File: config.mk
export PLATFORM = sky130hd
export DESIGN_NAME = resize_sequencer_flat
export DESIGN_NICKNAME = d
export VERILOG_FILES = /design/src/rtl/resize_sequencer_if.sv /design/src/rtl/resize_sequencer.sv /design/src/flat_wrapper.sv
export SDC_FILE = /design/constraint.sdc
export NUM_CORES = 1
export LEC_CHECK = 0
export BUFFER_PORTS_ARGS = -buffer_cell sky130_fd_sc_hd__buf_2
export CELL_PAD_IN_SITES_DETAIL_PLACEMENT = 1
export CELL_PAD_IN_SITES_GLOBAL_PLACEMENT = 1
export CORE_MARGIN = 2
export CORE_UTILIZATION = 51
export CTS_BUF_LIST = sky130_fd_sc_hd__clkbuf_2 sky130_fd_sc_hd__clkbuf_4 sky130_fd_sc_hd__clkbuf_8
export DETAILED_ROUTE_END_ITERATION = 8
export GPL_ROUTABILITY_DRIVEN = 0
export HOLD_SLACK_MARGIN = 0.1
export PLACE_DENSITY_LB_ADDON = 0.1
export SETUP_SLACK_MARGIN = 0.02
export SYNTH_ARGS = -nofsm -noshare
export SYNTH_HDL_FRONTEND = slang
export SYNTH_SLANG_ARGS = --single-unit
File: constraint.sdc
create_clock -name clk -period 6.85 [get_ports clk]
set_clock_uncertainty 0.05 [all_clocks]
set_input_delay 0 -clock clk [delete_from_list [all_inputs] [get_ports clk]]
set_output_delay 0 -clock clk [all_outputs]
set_load 0.02 [all_outputs]
File: src/rtl/resize_sequencer_if.sv
// Pixel source, pixel sink and resizeFilter connections of resize_sequencer.
//   in_*      : valid/ready pixel source (sequencer is the consumer)
//   out_*     : valid-only pixel sink (sink accepts every beat)
//   flt_*     : resizeFilter control, config and data
// master modport is the sequencer side; slave is the environment/filter side.
interface resize_sequencer_if;
  logic [7:0]  in_pixel;
  logic        in_valid;
  logic        in_ready;
  logic        flt_enable;
  logic        flt_enable_process;
  logic [7:0]  flt_image_input;
  logic [31:0] flt_width;
  logic [31:0] flt_depth;
  logic [31:0] flt_resize_size;
  logic        flt_enlargen;
  logic        flt_finish;
  logic [7:0]  flt_image_output;
  logic [7:0]  out_pixel;
  logic        out_valid;

  modport master (
    input  in_pixel, in_valid, flt_finish, flt_image_output,
    output in_ready, flt_enable, flt_enable_process, flt_image_input,
           flt_width, flt_depth, flt_resize_size, flt_enlargen,
           out_pixel, out_valid
  );

  modport slave (
    output in_pixel, in_valid, flt_finish, flt_image_output,
    input  in_ready, flt_enable, flt_enable_process, flt_image_input,
           flt_width, flt_depth, flt_resize_size, flt_enlargen,
           out_pixel, out_valid
  );
endinterface

File: src/rtl/resize_sequencer.sv
// resize_sequencer: runs one resizeFilter job (load -> process -> drain).
// Ports:
//   clk, rst_n          clock, async active-low reset
//   start, abort        job launch (IDLE only) / synchronous cancel
//   cfg_*               job configuration, latched on start
//   bus                 pixel source/sink and filter connections (master)
//   busy, done, err     status; done/err are one-cycle pulses
// The output pixel count N is computed in CALC with a subtract-loop divider
// and a shift-add multiplier; the final product register holds N for DRAIN.
module resize_sequencer #(
  parameter int unsigned MAX_IMG_WIDTH  = 500,
  parameter int unsigned MAX_IMG_HEIGHT = 500,
  parameter int unsigned MAX_SCALE      = 10,
  parameter int unsigned TIMEOUT_CYCLES = 1000000
) (
  input  logic                 clk,
  input  logic                 rst_n,
  input  logic                 start,
  input  logic                 abort,
  input  logic [15:0]          cfg_width,
  input  logic [15:0]          cfg_height,
  input  logic [3:0]           cfg_scale,
  input  logic                 cfg_enlarge,
  resize_sequencer_if.master   bus,
  output logic                 busy,
  output logic                 done,
  output logic                 err
);
  localparam int WD_W = $clog2(TIMEOUT_CYCLES + 1);

  typedef enum logic [3:0] {
    S_IDLE, S_CHECK, S_CALC, S_LOAD, S_LTAIL, S_PROC,
    S_PWAIT, S_PTAIL, S_DRAIN, S_DONE, S_ERR
  } state_t;

  state_t state, nxt;

  logic [15:0]     w_q, h_q;
  logic [3:0]      s_q;
  logic            enl_q;
  logic [7:0]      img_in_q;
  logic [1:0]      calc_ph;   // 0: width term, 1: height term, 2: product
  logic [15:0]     rem, quo;
  logic [31:0]     mcand, mplier, acc, a_q;
  logic [31:0]     beat_cnt;
  logic [WD_W-1:0] wd;

  logic        cfg_bad, dim_done, calc_done, timeout, last_beat;
  logic [31:0] dim_res;

  assign cfg_bad = (s_q == 4'd0) || (32'(s_q) > MAX_SCALE) ||
                   (w_q == 16'd0) || (32'(w_q) > MAX_IMG_WIDTH) ||
                   (h_q == 16'd0) || (32'(h_q) > MAX_IMG_HEIGHT) ||
                   (!enl_q && ((w_q < 16'(s_q)) || (h_q < 16'(s_q))));

  // Per-dimension term: floor(D/S) when shrinking, D*S when enlarging.
  assign dim_done  = enl_q ? (mplier == 32'd0) : (rem < 16'(s_q));
  assign dim_res   = enl_q ? acc : {16'd0, quo};
  assign calc_done = (calc_ph == 2'd2) && (mplier == 32'd0);
  assign timeout   = (wd == WD_W'(TIMEOUT_CYCLES - 1));
  assign last_beat = (beat_cnt == acc - 32'd1);   // acc holds N after CALC

  always_ff @(posedge clk or negedge rst_n) begin
    if (!rst_n) state <= S_IDLE;
    else        state <= nxt;
  end

  always_comb begin
    nxt                    = state;
    bus.in_ready           = 1'b0;
    bus.flt_enable         = 1'b0;
    bus.flt_enable_process = 1'b0;
    bus.out_valid          = 1'b0;
    bus.out_pixel          = 8'd0;
    busy                   = (state != S_IDLE);
    done                   = 1'b0;
    err                    = 1'b0;
    unique case (state)
      S_IDLE:  if (start) nxt = S_CHECK;
      S_CHECK: nxt = cfg_bad ? S_ERR : S_CALC;
      S_CALC:  if (calc_done) nxt = S_LOAD;
      S_LOAD: begin
        bus.in_ready   = 1'b1;
        bus.flt_enable = 1'b1;
        // finish in the same cycle as a missing pixel is not an underrun
        if (timeout)             nxt = S_ERR;
        else if (bus.flt_finish) nxt = S_LTAIL;
        else if (!bus.in_valid)  nxt = S_ERR;
      end
      S_LTAIL: begin
        bus.flt_enable = 1'b1;
        nxt = timeout ? S_ERR : S_PROC;
      end
      S_PROC: begin
        bus.flt_enable_process = 1'b1;
        nxt = timeout ? S_ERR : S_PWAIT;
      end
      S_PWAIT: begin
        bus.flt_enable_process = 1'b1;
        if (timeout)             nxt = S_ERR;
        else if (bus.flt_finish) nxt = S_PTAIL;
      end
      S_PTAIL: begin
        bus.flt_enable_process = 1'b1;
        nxt = S_DRAIN;
      end
      S_DRAIN: begin
        bus.out_valid = 1'b1;
        bus.out_pixel = bus.flt_image_output;
        if (last_beat) nxt = S_DONE;
      end
      S_DONE: begin done = 1'b1; nxt = S_IDLE; end
      S_ERR:  begin err  = 1'b1; nxt = S_IDLE; end
      default: nxt = S_IDLE;
    endcase
    if (abort) nxt = S_IDLE;
  end

  always_ff @(posedge clk or negedge rst_n) begin
    if (!rst_n) begin
      w_q <= '0; h_q <= '0; s_q <= '0; enl_q <= 1'b0;
      img_in_q <= '0; calc_ph <= '0; rem <= '0; quo <= '0;
      mcand <= '0; mplier <= '0; acc <= '0; a_q <= '0;
      beat_cnt <= '0; wd <= '0;
    end else begin
      if (state == S_IDLE && start && !abort) begin
        w_q <= cfg_width; h_q <= cfg_height; s_q <= cfg_scale; enl_q <= cfg_enlarge;
      end
      if (state == S_LOAD) img_in_q <= bus.in_pixel;

      if ((nxt == S_LOAD && state != S_LOAD) || (nxt == S_PWAIT && state != S_PWAIT))
        wd <= '0;
      else if (state inside {S_LOAD, S_LTAIL, S_PROC, S_PWAIT})
        wd <= wd + 1'b1;

      if (state == S_PTAIL)      beat_cnt <= '0;
      else if (state == S_DRAIN) beat_cnt <= beat_cnt + 32'd1;

      if (state == S_CHECK) begin
        calc_ph <= 2'd0; rem <= w_q; quo <= '0;
        mcand <= {16'd0, w_q}; mplier <= {28'd0, s_q}; acc <= '0;
      end else if (state == S_CALC) begin
        if (calc_ph != 2'd2 && dim_done) begin
          if (calc_ph == 2'd0) begin
            a_q <= dim_res; rem <= h_q; quo <= '0;
            mcand <= {16'd0, h_q}; mplier <= {28'd0, s_q}; acc <= '0;
            calc_ph <= 2'd1;
          end else begin
            mcand <= a_q; mplier <= dim_res; acc <= '0;
            calc_ph <= 2'd2;
          end
        end else if (calc_ph == 2'd2 || enl_q) begin
          if (mplier[0]) acc <= acc + mcand;
          mcand  <= mcand << 1;
          mplier <= mplier >> 1;
        end else begin
          rem <= rem - 16'(s_q);
          quo <= quo + 16'd1;
        end
      end
    end
  end

  assign bus.flt_image_input = img_in_q;
  assign bus.flt_width       = {16'd0, w_q};
  assign bus.flt_depth       = {16'd0, h_q};
  assign bus.flt_resize_size = {28'd0, s_q};
  assign bus.flt_enlargen    = enl_q;
endmodule

File: src/flat_wrapper.sv
// flat-port wrapper written by rule: the top's interface ports become plain ports
module resize_sequencer_flat 
#(
  parameter int unsigned MAX_IMG_WIDTH  = 500,
  parameter int unsigned MAX_IMG_HEIGHT = 500,
  parameter int unsigned MAX_SCALE      = 10,
  parameter int unsigned TIMEOUT_CYCLES = 1000000
)
  (clk, rst_n, start, abort, cfg_width, cfg_height, cfg_scale, cfg_enlarge, busy, done, err, bus_in_pixel, bus_in_valid, bus_flt_finish, bus_flt_image_output, bus_in_ready, bus_flt_enable, bus_flt_enable_process, bus_flt_image_input, bus_flt_width, bus_flt_depth, bus_flt_resize_size, bus_flt_enlargen, bus_out_pixel, bus_out_valid);
  resize_sequencer_if bus_i ();
  input  logic clk;
  input  logic rst_n;
  input  logic start;
  input  logic abort;
  input  logic [15:0] cfg_width;
  input  logic [15:0] cfg_height;
  input  logic [3:0] cfg_scale;
  input  logic cfg_enlarge;
  output logic busy;
  output logic done;
  output logic err;
  input wire logic [$bits(bus_i.in_pixel)-1:0] bus_in_pixel;
  input wire logic [$bits(bus_i.in_valid)-1:0] bus_in_valid;
  input wire logic [$bits(bus_i.flt_finish)-1:0] bus_flt_finish;
  input wire logic [$bits(bus_i.flt_image_output)-1:0] bus_flt_image_output;
  output wire logic [$bits(bus_i.in_ready)-1:0] bus_in_ready;
  output wire logic [$bits(bus_i.flt_enable)-1:0] bus_flt_enable;
  output wire logic [$bits(bus_i.flt_enable_process)-1:0] bus_flt_enable_process;
  output wire logic [$bits(bus_i.flt_image_input)-1:0] bus_flt_image_input;
  output wire logic [$bits(bus_i.flt_width)-1:0] bus_flt_width;
  output wire logic [$bits(bus_i.flt_depth)-1:0] bus_flt_depth;
  output wire logic [$bits(bus_i.flt_resize_size)-1:0] bus_flt_resize_size;
  output wire logic [$bits(bus_i.flt_enlargen)-1:0] bus_flt_enlargen;
  output wire logic [$bits(bus_i.out_pixel)-1:0] bus_out_pixel;
  output wire logic [$bits(bus_i.out_valid)-1:0] bus_out_valid;
  assign bus_i.in_pixel = bus_in_pixel;
  assign bus_i.in_valid = bus_in_valid;
  assign bus_i.flt_finish = bus_flt_finish;
  assign bus_i.flt_image_output = bus_flt_image_output;
  assign bus_in_ready = bus_i.in_ready;
  assign bus_flt_enable = bus_i.flt_enable;
  assign bus_flt_enable_process = bus_i.flt_enable_process;
  assign bus_flt_image_input = bus_i.flt_image_input;
  assign bus_flt_width = bus_i.flt_width;
  assign bus_flt_depth = bus_i.flt_depth;
  assign bus_flt_resize_size = bus_i.flt_resize_size;
  assign bus_flt_enlargen = bus_i.flt_enlargen;
  assign bus_out_pixel = bus_i.out_pixel;
  assign bus_out_valid = bus_i.out_valid;
  resize_sequencer #(.MAX_IMG_WIDTH(MAX_IMG_WIDTH), .MAX_IMG_HEIGHT(MAX_IMG_HEIGHT), .MAX_SCALE(MAX_SCALE), .TIMEOUT_CYCLES(TIMEOUT_CYCLES)) u_core (.clk(clk), .rst_n(rst_n), .start(start), .abort(abort), .cfg_width(cfg_width), .cfg_height(cfg_height), .cfg_scale(cfg_scale), .cfg_enlarge(cfg_enlarge), .bus(bus_i), .busy(busy), .done(done), .err(err));
endmodule
Yosys cells after proc, flatten, opt, wreduce, memory -nomap -nowiden

Cells that the tools add are included.

Bits in registers: 263
Bits of input ports: 59
Output and inout bits: 120
Logic and storage cells: 142

$add $sub $neg: 6
Order comparisons: 6
Eq/ne operators: 20
Muxes and demuxes: 55
Bitwise logic cells: 1
Reduce and logical (&&, ||, !) cells: 39

Operators by type and width:

| kind                                                            | number |
|---|---|
| 2-to-1 mux 32 bit                                               | 18 |
| 2-to-1 mux 16 bit                                               | 10 |
| less-than comparator 16 x 4 -> 1 bit                            | 3 |
| 2-to-1 mux 4 bit                                                | 12 |
| 2-to-1 mux 20 bit                                               | 2 |
| case mux 4 bit (9 select lines)                                 | 1 |
| adder 32 x 1 -> 32 bit (second input constant)                  | 1 |
| adder 32 bit                                                    | 1 |
| equality test 32 bit                                            | 1 |
| greater-than comparator 16 x 9 -> 1 bit (second input constant) | 2 |
| logical NOT 16 bit                                              | 2 |
| logical NOT 32 bit                                              | 1 |
| subtractor 32 x 1 -> 32 bit (second input constant)             | 1 |
| adder 20 x 1 -> 20 bit (second input constant)                  | 1 |
| equality test 20 bit (second input constant)                    | 1 |
| equality test 4 x 3 -> 1 bit (second input constant)            | 5 |
| adder 16 x 1 -> 16 bit (second input constant)                  | 1 |
| subtractor 16 x 4 -> 16 bit                                     | 1 |
| equality test 4 x 2 -> 1 bit (second input constant)            | 3 |
| equality test 4 bit (second input constant)                     | 3 |
| logical OR 1 bit                                                | 9 |
| logical NOT 4 bit                                               | 2 |
| 2-to-1 mux 2 bit                                                | 4 |
| 2-to-1 mux 8 bit                                                | 1 |
| other kinds (21)                                                | 41 |

Longest topological paths before layout

Gate-level depths: netlist of the first run.

Depth in word-level cells: 14
Mapped depth: 15
Depth with buffers taken out: 12

Worst setup path before layout of the first run

OpenSTA, ideal clock, no wires.

Kind: register -> register
From: register u_core.acc[1]
To: register u_core.wd[10]
Setup time: 0.140 ns
Data arrival time: 3.357 ns
Required time: 6.660 ns
Slack: 3.303 ns
Cell stages (with the launch flop): 14
Path buffers: 2
Clock period less this slack: 3.547 ns
Cell sequence: dfrtp_1 > inv_1 > ha_1 > or4b_1 > clkbuf_2 > a2111o_1 > a21oi_1 > o2111ai_1 > nor4_1 > nand4_1 > or4_4 > a2111oi_4 > buf_6 > nor3_1

Word-level cells in the longest chain between the ends: 9
Elaborated cells on any way between the ends: 12
Classes of those cells: add/sub (1); eq/ne (3); mux (4); reduce/logical (4)

RTL lines:

| what                                                                         | line                    | RTL |
|---|---|---|
| from (decl)                                                                  | resize_sequencer.sv:44  | `logic [31:0] mcand, mplier, acc, a_q;` |
| from (signal assigned)                                                       | resize_sequencer.sv:153 | `if (mplier[0]) acc <= acc + mcand;` |
| subtractor 32 x 1 -> 32 bit (*)                                              | resize_sequencer.sv:61  | `assign last_beat = (beat_cnt == acc - 32'd1);` |
| equality test 32 bit (*)                                                     | resize_sequencer.sv:61  |  |
| 2-to-1 mux 4 bit (*)                                                         | resize_sequencer.sv:110 | `if (last_beat) nxt = S_DONE;` |
| case mux 4 bit (9 select lines) (*)                                          | resize_sequencer.sv:78  | `unique case (state)` |
| 2-to-1 mux 4 bit (*)                                                         | resize_sequencer.sv:116 | `if (abort) nxt = S_IDLE;` |
| equality test 4 x 2 -> 1 bit or equality test 4 x 3 -> 1 bit (tied branches) | resize_sequencer.sv:131 | `if ((nxt == S_LOAD && state != S_LOAD) \|\| (nxt == S_PWAIT && state != S_PWAIT))` |
| logical AND 1 bit                                                            | resize_sequencer.sv:131 |  |
| logical OR 1 bit (*)                                                         | resize_sequencer.sv:131 |  |
| 2-to-1 mux 20 bit or nonzero test 2 bit (tied branches)                      | --                      |  |
| to (signal assigned)                                                         | resize_sequencer.sv:134 | `wd <= wd + 1'b1;` |
| to (decl)                                                                    | resize_sequencer.sv:46  | `logic [WD_W-1:0] wd;` |

Every way passes the cells marked *; elsewhere a longest branch is shown, timed or not.
A chain may end at the register's enable or synchronous reset.

Worst setup path after layout of the first run

From: register u_core.s_q[3]
To: register u_core.mcand[6]

Word-level cells in the longest chain between the ends: 6
Elaborated cells on any way between the ends: 8
Classes of those cells: order compare (1); mux (4); reduce/logical (3)

RTL lines:

| what                                     | line                    | RTL |
|---|---|---|
| from (decl)                              | resize_sequencer.sv:39  | `logic [3:0] s_q;` |
| from (signal assigned)                   | resize_sequencer.sv:127 | `w_q <= cfg_width; h_q <= cfg_height; s_q <= cfg_scale; enl_q <= cfg_enlarge;` |
| less-than comparator 16 x 4 -> 1 bit (*) | resize_sequencer.sv:57  | `assign dim_done = enl_q ? (mplier == 32'd0) : (rem < 16'(s_q));` |
| 2-to-1 mux 1 bit (*)                     | resize_sequencer.sv:57  |  |
| logical AND 1 bit (*)                    | resize_sequencer.sv:143 | `if (calc_ph != 2'd2 && dim_done) begin` |
| 2-to-1 mux 32 bit                        | resize_sequencer.sv:143 |  |
| 2-to-1 mux 32 bit                        | resize_sequencer.sv:142 | `end else if (state == S_CALC) begin` |
| 2-to-1 mux 32 bit                        | resize_sequencer.sv:139 | `if (state == S_CHECK) begin` |
| to (signal assigned)                     | resize_sequencer.sv:154 | `mcand <= mcand << 1;` |
| to (decl)                                | resize_sequencer.sv:44  |  |

Every way passes the cells marked *; elsewhere a longest branch is shown, timed or not. The select of a mux whose other input is x is not followed.

==> flow_metrics.env, run 1 <==
export IMPL_cts_tree="yes"
export IMPL_arrival_ns=5.32
export IMPL_io_pins=179
export IMPL_vias=15000
export IMPL_yosysMostFrequentCell="dfrtp_1"
export IMPL_antenna_found_initial=2
export IMPL_cts_sinks=263
export IMPL_grt_overflow=0
export IMPL_synthFlopType="dfrtp_1"
export IMPL_dieWidth_um=181.4
export IMPL_end_kind="flip-flop"
export IMPL_hold_viol=0
export IMPL_fin_crit_sh=0.7087
export IMPL_grt_max_degree=182
export IMPL_p_total_mw=6.862
export IMPL_finalSetupTns_ns=0
export IMPL_fp_dieH_um=181.4
export IMPL_status="complete, no violations"
export IMPL_p_leak_nw=8.198
export IMPL_drt_iter0_drc=1121
export IMPL_critPathTopFamily="simple AND/OR/NAND/NOR gates"
export IMPL_critPathMaxFanout=82
export IMPL_tightest_slew_ns=1.229
export IMPL_insertion_delay_ns=0.63
export IMPL_dp_hpwl_mm=33.13
export IMPL_syn_avg_cell_area_um2=8.988
export IMPL_drt_vias_per_instance=6.299
export IMPL_critical_path_max_stage_delay_ns=0.87
export IMPL_synth_edf_count=0
export IMPL_powerDensity_mw_per_mm2=368.5
export IMPL_max_freq_mhz=206.0
export IMPL_cts_buffer_depth=3
export IMPL_area_growth_pct=16.05
export IMPL_htree_levels=2
export IMPL_cts_setup_buffers=0
export IMPL_synth_cell_type_count=72
export IMPL_n_fill_cell=3525
export IMPL_start_util=0.5217
export IMPL_coreArea_mm2=0.03075
export IMPL_core_rowCount=64
export IMPL_cp_required_ns=7.31
export IMPL_wl_met1_mm=23.50
export IMPL_crit_type="flip-flop to flip-flop"
export IMPL_ys_ff_latch=263
export IMPL_synthCells=1785
export IMPL_finalWirelength_mm=55.85
export IMPL_wl_met2_mm=26.77
export IMPL_die_area_mm2=0.03289
export IMPL_drc=0
export IMPL_setup_viol=0
export IMPL_crit_buf_inv=2
export IMPL_rrSetupSlack_ns=2.00
export IMPL_crit_chain="inv_1, ha_1, or4_1, nor4_1, nand2_1, or2_2, or3_1, a21o_2, buf_4, nor2_1, a22oi_1, o221ai_1"
export IMPL_cts_made_buffers=47
export IMPL_highest_layer="met4"
export IMPL_clkTransAtPathRegs_ns=0.08
export IMPL_crit_slowest_cell="nor2_1"
export IMPL_synth_top_area_share=0.4102
export IMPL_io_buffers=118
export IMPL_maxSlewHeadroom=0.1809
export IMPL_grt_first_pass_wirelength_mm=89.28
export IMPL_root_buffer="clkbuf_8"
export IMPL_rsz0062_at_grt="no"
export IMPL_grt_usage=0.3405
export IMPL_syn_area_mm2=0.01604
export IMPL_finalCriticalPeriod_ns=4.855
export IMPL_cap_violations=0
export IMPL_synth_warnings=0
export IMPL_async_flop_share=1.000
export IMPL_layout_drive_gt1_share=0.1478
export IMPL_detail_route_antenna_nets=0
export IMPL_first_pass_iters=7
export IMPL_synth_seq_area_share=0.4102
export IMPL_wl_met3_mm=3.415
export IMPL_nNetsFinal=2056
export IMPL_synth_common_cells="dfrtp_1, nor2_1, nand2_1"
export IMPL_synth_area_leaders="dfrtp_1, nor2_1, nand2_1, mux2_2, ha_1"
export IMPL_hold_path_class="input port to flip-flop"
export IMPL_cp_start_kind="flip-flop"
export IMPL_ir_drop_uv=268.1
export IMPL_grt_pass1_vias=15980
export IMPL_synth_top_area_cell="dfrtp_1"
export IMPL_maxSlewViolCount=0
export IMPL_post_drt_wl_per_cell_um=23.46
[timing repair]
item / 4_1_cts / 5_1_grt
hold buffers: 91 / 0
gates resized for setup: 0 / 0
hold endpoints to repair: 131 / 0
[cell type report]
type	count	area, µm²	area share
Antenna cell	3	7.507	0.0004032
Timing Repair Buffer	224	1654	0.08884
Inverter	26	97.59	0.005242
Clock buffer	73	923.4	0.04960
Sequential cell	263	6583	0.3536
Clock inverter	8	92.59	0.004973
Multi-Input combinational cell	1388	8765	0.4708
Tap cell	396	495.5	0.02661
[report_power, final]
group	switching [mW]	total, mW	leakage (nW)	internal, mW
Combinational	1.54	2.59	4.22	1.05
Sequential	0.665	2.62	3.44	1.96
Clock	0.723	1.65	0.539	0.928
[per-layer routing]
layer / vias up / track usage
met5: - / 0
met4: 0 / 0.1421
met3: 185 / 0.05886
met2: 658 / 0.5773
met1: 7528 / 0.4308
li1: 6628 / -
[state kept, by name (all words and copies together) (netlist names), 8 cells and up]
| register | cells |
|---|---|
| u_core.mplier | 32 |
| u_core.a_q | 32 |
| u_core.bus.flt_image_input | 8 |
| u_core.quo | 16 |
| u_core.acc | 32 |
| u_core.rem | 16 |
| u_core.w_q | 16 |
| u_core.wd | 20 |
| u_core.beat_cnt | 32 |
| u_core.mcand | 32 |
| u_core.h_q | 16 |
[metrics by stage]
stage | util | area, µm² | hold WS, ns | cells | setup WS, ns
after floorplan | - | 16260 | -0.3456 | 1844 | 3.303
after global placement | 0.5420 | 16670 | -0.006631 | 2206 | 2.287
after detailed placement | 0.5420 | 16670 | -0.008018 | 2206 | 2.131
after CTS | 0.6052 | 18610 | 0.1005 | 2378 | 2.101
after global routing | 0.6053 | 18610 | 0.1484 | 2379 | 1.681
final | 0.6055 | 18620 | 0.1425 | 2381 | 1.995
[layout by cell type, fill, tap and decap left out, drive strengths merged, types with 7 or more instances in the layout]
cell type    instances
and3                28
nand4               24
nor3                86
ha                  45
nor2               179
nand3               55
dfrtp              263
a21oi               88
o21bai               7
o31ai               24
a21o                16
mux2                55
nand3b              11
conb                60
xor2                58
a22oi               13
clkbuf              73
a211oi              25
a31oi                8
buf                134
a221oi              19
nand2              175
inv                 26
o22ai                8
nand2b              25
or3                 10
nor2b               12
or2                  7
o211ai              11
a22o                10
o21ai              101
nor4                32
xnor2               61
dlygate4sd3         90
o221ai              11
or4                 11
and2                14
mux2i               35
[path summary, 6_finish.rpt]
check | to | cells past startpoint | start
setup reg to reg | u_core.mcand[6] | 12 | u_core.s_q[3]
hold reg to reg | u_core.a_q[23] | 2 | u_core.a_q[23]
min in group asynchronous | u_core.beat_cnt[20] | 4 | rst_n
max in group asynchronous | u_core.bus.flt_enlargen | 4 | rst_n
hold / removal | u_core.bus.flt_image_input[0] | 3 | bus_in_pixel[0]
setup / recovery | u_core.mcand[6] | 12 | u_core.s_q[3]
[worst min-delay path: cells and delay by family]
kind / cells / cell delay, ns
buf+inv: 2 / 0.64
mux: 1 / 0.14
[kinds of logic after synthesis]
family,share of synthesized area
simple gates,0.2078
compound gates,0.1581
flops,0.4102
buf+inv,0.06060
xor+xnor,0.06497
mux,0.06044
fa+ha+maj,0.03759
other cells,0.0002337
No activity file was read; power rests on OpenSTA's default activity.
==> inputs of run 2 (changes only) <==
--- a/config.mk
+++ b/config.mk
@@ -9,7 +9,7 @@
 export CELL_PAD_IN_SITES_DETAIL_PLACEMENT = 1
 export CELL_PAD_IN_SITES_GLOBAL_PLACEMENT = 1
 export CORE_MARGIN = 2
-export CORE_UTILIZATION = 51
+export CORE_UTILIZATION = 47
 export CTS_BUF_LIST = sky130_fd_sc_hd__clkbuf_2 sky130_fd_sc_hd__clkbuf_4 sky130_fd_sc_hd__clkbuf_8
 export DETAILED_ROUTE_END_ITERATION = 8
 export GPL_ROUTABILITY_DRIVEN = 0
==> constraint.sdc (replaced) <==
create_clock -name clk -period 4.5 [get_ports clk]
set_clock_uncertainty 0.05 [all_clocks]
set_input_delay 0 -clock clk [delete_from_list [all_inputs] [get_ports clk]]
set_output_delay 0 -clock clk [all_outputs]
set_load 0.02 [all_outputs]
==> run 2 against run 1 <==
Worst setup slack lost 1.7 ns. Clock power grew 50%. Power grew 51%. Largest cell class unchanged. Sequential share of layout area shrank 0.52 points. Final cell count grew 3.2%. Worst hold slack gained 0.083 ns. Final area grew 1.5%. Global-route usage shrank 2.8 points. Count of clock-buffer cells in the layout grew 3. Die area grew 8.3%.
==> flow_metrics.env, run 2 (synthesis results as in run 1) <==
export IMPL_hold_viol=0
export IMPL_use_met2=0.5358
export IMPL_p_leak_nw=8.324
export IMPL_diodes=0
export IMPL_powerDensity_mw_per_mm2=548.1
export IMPL_grt_busiest_layer="met2"
export IMPL_finalWirelength_mm=55.14
export IMPL_cts_tree="yes"
export IMPL_grt_usage=0.3129
export IMPL_start_util=0.4784
export IMPL_status="complete, no violations"
export IMPL_hold_path_class="input port to flip-flop"
export IMPL_fp_dieH_um=188.8
export IMPL_n_fill_cell=3871
export IMPL_grt_max_degree=116
export IMPL_core_rowCount=67
export IMPL_hold_path_startpoint="abort"
export IMPL_dieWidth_um=188.8
export IMPL_cp_required_ns=4.95
export IMPL_die_area_mm2=0.03563
export IMPL_coreArea_mm2=0.03353
export IMPL_antenna_found_initial=0
export IMPL_critPathMaxFanout=20
export IMPL_seq_power_share=0.379
export IMPL_gr_usage_met3=0.05327
export IMPL_fin_crit_sh=0.9269
export IMPL_cp_start_kind="flip-flop"
export IMPL_grt_pass1_vias=15690
export IMPL_p_int_mw=5.972
export IMPL_end_kind="flip-flop"
export IMPL_detail_route_antenna_nets=0
export IMPL_rsz0062_at_grt="no"
export IMPL_grt_first_pass_wirelength_mm=88.44
export IMPL_drc=0
export IMPL_root_buffer="clkbuf_8"
export IMPL_vias=14630
export IMPL_grt_overflow=0
export IMPL_r2r_start="u_core.acc[1]"
export IMPL_met1_usage=0.3993
export IMPL_hold_path_end="u_core.state[2]"
export IMPL_final_seq_area_mm2=0.006583
export IMPL_finalCriticalPeriod_ns=4.171
export IMPL_cts_resized=0
export IMPL_tightest_slew_ns=1.133
export IMPL_finalSetupTns_ns=0
export IMPL_ir_drop_uv=343.3
export IMPL_power_switching_mw=4.387
export IMPL_cts_buffer_depth=3
export IMPL_io_buffers=118
export IMPL_cts_sinks=263
export IMPL_drt_vias_per_instance=5.954
export IMPL_hold_buffers=98
export IMPL_min_path_cells=3
export IMPL_arrival_ns=4.63
export IMPL_reg2reg_depth=12
export IMPL_rrSetupSlack_ns=0.33
export IMPL_timing_hold_ws_ns=0.2258
export IMPL_nNetsFinal=2081
export IMPL_clkTransAtPathRegs_ns=0.06
export IMPL_insertion_delay_ns=0.64
export IMPL_htree_levels=2
export IMPL_clkPwrFrac=0.238
export IMPL_maxSlewViolCount=0
export IMPL_cts_made_buffers=48
export IMPL_cap_violations=0
export IMPL_sw_frac_of_total=0.4235
export IMPL_final_area_mm2=0.01890
export IMPL_post_drt_wl_per_cell_um=22.43
export IMPL_first_pass_iters=5
export IMPL_mostFrequentLayoutCell="dfrtp_1"
export IMPL_drt_iter0_drc=1002
export IMPL_mostFrequentLayoutCells="dfrtp_1, nor2_1, nand2_1, buf_2, o21ai_0"
export IMPL_placed_area_mm2=0.01688
export IMPL_comb_power_share=0.383
export IMPL_max_freq_mhz=239.7
export IMPL_multi_input_area_mm2=0.008765
export IMPL_maxSlewHeadroom=0.2418
export IMPL_io_pins=179
export IMPL_layout_drive_gt1_share=0.1562
export IMPL_setup_viol=0
export IMPL_cts_setup_buffers=0
export IMPL_r2r_end="u_core.wd[1]"
export IMPL_dp_hpwl_mm=34.03
export IMPL_crit_type="flip-flop to flip-flop"
export IMPL_area_growth_pct=17.80
==> run 2: how the worst max path moves through the flow <==
| stage | startpoint | to |
|---|---|---|
| after floorplan | u_core.acc[1] | u_core.wd[10] |
| after global placement | u_core.acc[1] | u_core.wd[16] |
| after detailed placement | u_core.acc[1] | u_core.wd[8] |
| after CTS | u_core.acc[1] | u_core.wd[2] |
| after global routing | u_core.acc[1] | u_core.wd[1] |
| final | u_core.acc[1] | u_core.wd[1] |
==> run 2: per-stage QoR <==
stage	power (mW)	setup slack [ns]	utilization	std cells
2_1_floorplan	6.321	0.9533	-	1844
3_3_place_gp	7.361	0.4635	0.5035	2275
3_5_place_dp	7.534	0.3502	0.5035	2275
4_1_cts	10.11	0.3411	0.5636	2458
5_1_grt	10.95	0.05217	0.5636	2458
6_report	10.36	0.3290	0.5636	2458
==> run 2: area by class of cell <==
type | count | share of cell area
inverter | 26 | 0.005164
tap | 448 | 0.02966
clock buffer | 76 | 0.05072
sequential | 263 | 0.3483
timing repair buffer | 248 | 0.09931
clock inverter | 9 | 0.003046
multi-input combinational | 1388 | 0.4638
==> run 2: critical path: stages (launching register included) <==
cell,delay [ns]
dfrtp_1,0.46
inv_1,0.09
ha_1,0.21
or4b_1,0.61
a2111o_1,0.40
a21oi_1,0.16
o2111ai_1,0.16
nor4_1,0.30
nand4_1,0.20
or4_4,0.59
a2111oi_4,0.38
buf_4,0.32
nor3_1,0.11
==> run 2: power by group through the flow <==
stage	Clock, mW	Combinational (mW)	Sequential (mW)
2_1_floorplan	0	2.61	3.71
3_3_place_gp	0	3.51	3.85
3_5_place_dp	0	3.66	3.87
4_1_cts	2.50	3.76	3.85
5_1_grt	2.61	4.34	4.00
6_report	2.47	3.97	3.92
==> run 2: routing by layer <==
metal,part of all wire,wire length [µm]
met2,0.49,27170
met4,0.027,1507
met3,0.050,2759
met1,0.43,23710
met5,0,0
==> inputs of run 3 (changes only) <==
--- a/config.mk
+++ b/config.mk
@@ -11,10 +11,12 @@
 export CORE_MARGIN = 2
 export CORE_UTILIZATION = 47
 export CTS_BUF_LIST = sky130_fd_sc_hd__clkbuf_2 sky130_fd_sc_hd__clkbuf_4 sky130_fd_sc_hd__clkbuf_8
+export CTS_CLUSTER_SIZE = 24
 export DETAILED_ROUTE_END_ITERATION = 8
 export GPL_ROUTABILITY_DRIVEN = 0
 export HOLD_SLACK_MARGIN = 0.1
 export PLACE_DENSITY_LB_ADDON = 0.1
+export REMOVE_ABC_BUFFERS = 1
 export SETUP_SLACK_MARGIN = 0.02
 export SYNTH_ARGS = -nofsm -noshare
 export SYNTH_HDL_FRONTEND = slang
==> run 3 against run 2 <==
Routed wire length fell by 1.7%. Via count fell by 0.44%. Die area did not move. Sequential share of layout area rose by 0.086 points. Final area fell by 0.24%. Register-to-register slack got worse by 0.04 ns. Sequential power barely moved. Power fell by 0.42%. Worst hold slack got worse by 0.096 ns. Highest routed layer unchanged.
==> flow_metrics.env, run 3 (synthesis results as in run 1) <==
export IMPL_status="complete, no violations"
export IMPL_finalWirelength_mm=54.21
export IMPL_p_leak_nw=8.298
export IMPL_cp_start_kind="flip-flop"
export IMPL_antenna_found_initial=1
export IMPL_drc=0
export IMPL_dp_cells=2271
export IMPL_grt_first_pass_wirelength_mm=86.15
export IMPL_grt_overflow=0
export IMPL_die_area_mm2=0.03563
export IMPL_core_rowCount=67
export IMPL_tightest_slew_ns=1.051
export IMPL_ir_drop_uv=405.3
export IMPL_post_drt_wl_per_cell_um=22.14
export IMPL_drt_iter0_drc=828
export IMPL_root_buffer="clkbuf_8"
export IMPL_setup_viol=0
export IMPL_mostFrequentLayoutCells="dfrtp_1, nor2_1, nand2_1, buf_2, o21ai_0"
export IMPL_cp_required_ns=4.95
export IMPL_start_util=0.4784
export IMPL_min_path_cells=3
export IMPL_fin_crit_sh=0.9358
export IMPL_nNetsFinal=2070
export IMPL_rsz0062_at_grt="no"
export IMPL_wl_met3_mm=2.220
export IMPL_highest_layer="met4"
export IMPL_stdcell_count=2449
export IMPL_mostFrequentLayoutCell="dfrtp_1"
export IMPL_critical_path_max_stage_delay_ns=0.87
export IMPL_hold_viol=0
export IMPL_maxSlewViolCount=0
export IMPL_hold_path_end="u_core.bus.flt_image_input[2]"
export IMPL_timing_hold_ws_ns=0.1297
export IMPL_critPathTopFamily="compound AO/OA/AOI/OAI gates"
export IMPL_hold_path_class="input port to flip-flop"
export IMPL_r2r_start="u_core.acc[15]"
export IMPL_dp_hpwl_mm=34.28
export IMPL_coreArea_mm2=0.03353
export IMPL_p_total_mw=10.32
export IMPL_max_freq_mhz=237.5
export IMPL_layout_drive_gt1_share=0.1560
export IMPL_vias=14570
export IMPL_first_pass_iters=5
export IMPL_powerDensity_mw_per_mm2=547.2
export IMPL_cts_buffer_depth=3
export IMPL_cts_tree="yes"
export IMPL_maxSlewHeadroom=0.2994
export IMPL_insertion_delay_ns=0.62
export IMPL_cpMostUsedCell="a21oi_1"
export IMPL_crit_slowest_cell="a2111oi_0"
export IMPL_pre_cts_ws_ns=0.3960
export IMPL_fin_ws_ns=0.2889
export IMPL_critPathMaxFanout=7
export IMPL_finalCriticalPeriod_ns=4.211
export IMPL_io_pins=179
export IMPL_cts_setup_buffers=0
export IMPL_worst_path_stages=10
export IMPL_wl_met2_mm=27.17
export IMPL_fp_dieH_um=188.8
export IMPL_dieWidth_um=188.8
export IMPL_clkTransAtPathRegs_ns=0.06
export IMPL_rrSetupSlack_ns=0.29
export IMPL_r2r_end="u_core.acc[31]"
export IMPL_drt_vias_per_instance=5.949
export IMPL_arrival_ns=4.66
export IMPL_crit_type="flip-flop to flip-flop"
export IMPL_crit_chain="ha_1, a21oi_1, a21boi_0, a2111oi_0, a21oi_1, a21oi_1, o21ai_0, a21oi_1, o211ai_1, a221o_1"
export IMPL_hold_path_startpoint="bus_in_pixel[2]"
export IMPL_crit_buf_inv=0
export IMPL_grt_max_degree=99
export IMPL_area_growth_pct=17.51
export IMPL_htree_levels=2
export IMPL_grt_pass1_vias=15360
export IMPL_reg2reg_depth=10
export IMPL_io_buffers=118
export IMPL_cap_violations=0
export IMPL_detail_route_antenna_nets=0
export IMPL_cts_sinks=263
export IMPL_n_fill_cell=3898
export IMPL_cts_made_buffers=49
export IMPL_grt_usage=0.3048
export IMPL_end_kind="flip-flop"
export IMPL_wl_met1_mm=23.01
==> run 3: what timing repair did <==
item / in CTS / in global routing
gates resized for setup: 0 / 2
hold endpoints to repair: 175 / 0
setup endpoints to repair: 0 / 15
hold buffers: 90 / 0
==> run 3: worst max path at each step <==
stage,start,end,slack (ns)
finish,u_core.acc[15],u_core.acc[31],0.29
global route,u_core.acc[15],u_core.acc[31],0.08
CTS,u_core.acc[1],u_core.wd[7],0.35
detailed placement,u_core.acc[1],u_core.wd[7],0.40
global placement,u_core.acc[1],u_core.wd[5],0.46
floorplan,u_core.state[1],u_core.rem[0],-4.40
==> run 3: power breakdown <==
part,switching [mW],internal (mW),total (mW)
Sequential,0.927,2.98,3.91
Combinational,2.24,1.61,3.85
Clock,1.09,1.47,2.56
Total,4.25,6.06,10.3
==> run 3: final cells by class <==
cell class              instances  area (µm²)  area share
multi-input cells            1388        8770      0.4652
flip-flops and latches        263        6583      0.3492
repair buffers                236        1770     0.09391
clock buffers                  82        1016     0.05389
well taps                     448       560.5     0.02973
inverters                      26       97.59    0.005177
clock inverters                 5       52.55    0.002788
diodes                          1       2.502   0.0001327
==> run 3: per-layer routing <==
metal | GRT usage | vias up
met5 | 0 | -
met4 | 0.1124 | 0
met3 | 0.04004 | 131
met2 | 0.5310 | 408
met1 | 0.3870 | 7366
li1 | - | 6665
==> run 3: through the flow <==
step	TNS, ns	util	instance area [µm²]
5_1_grt	0	0.5622	18850
4_1_cts	0	0.5618	18840
3_5_place_dp	0	0.5026	16850
3_3_place_gp	0	0.5026	16850
6_report	0	0.5622	18850
2_1_floorplan	-311.89	-	15390
==> run 3: worst register-to-register path, delay by kind of cell, from the launching register on <==
| kind | cells | cell delay, ns |
|---|---|---|
| fa+ha+maj | 1 | 0.42 |
| compound gates | 9 | 3.15 |
| flops | 1 | 0.48 |
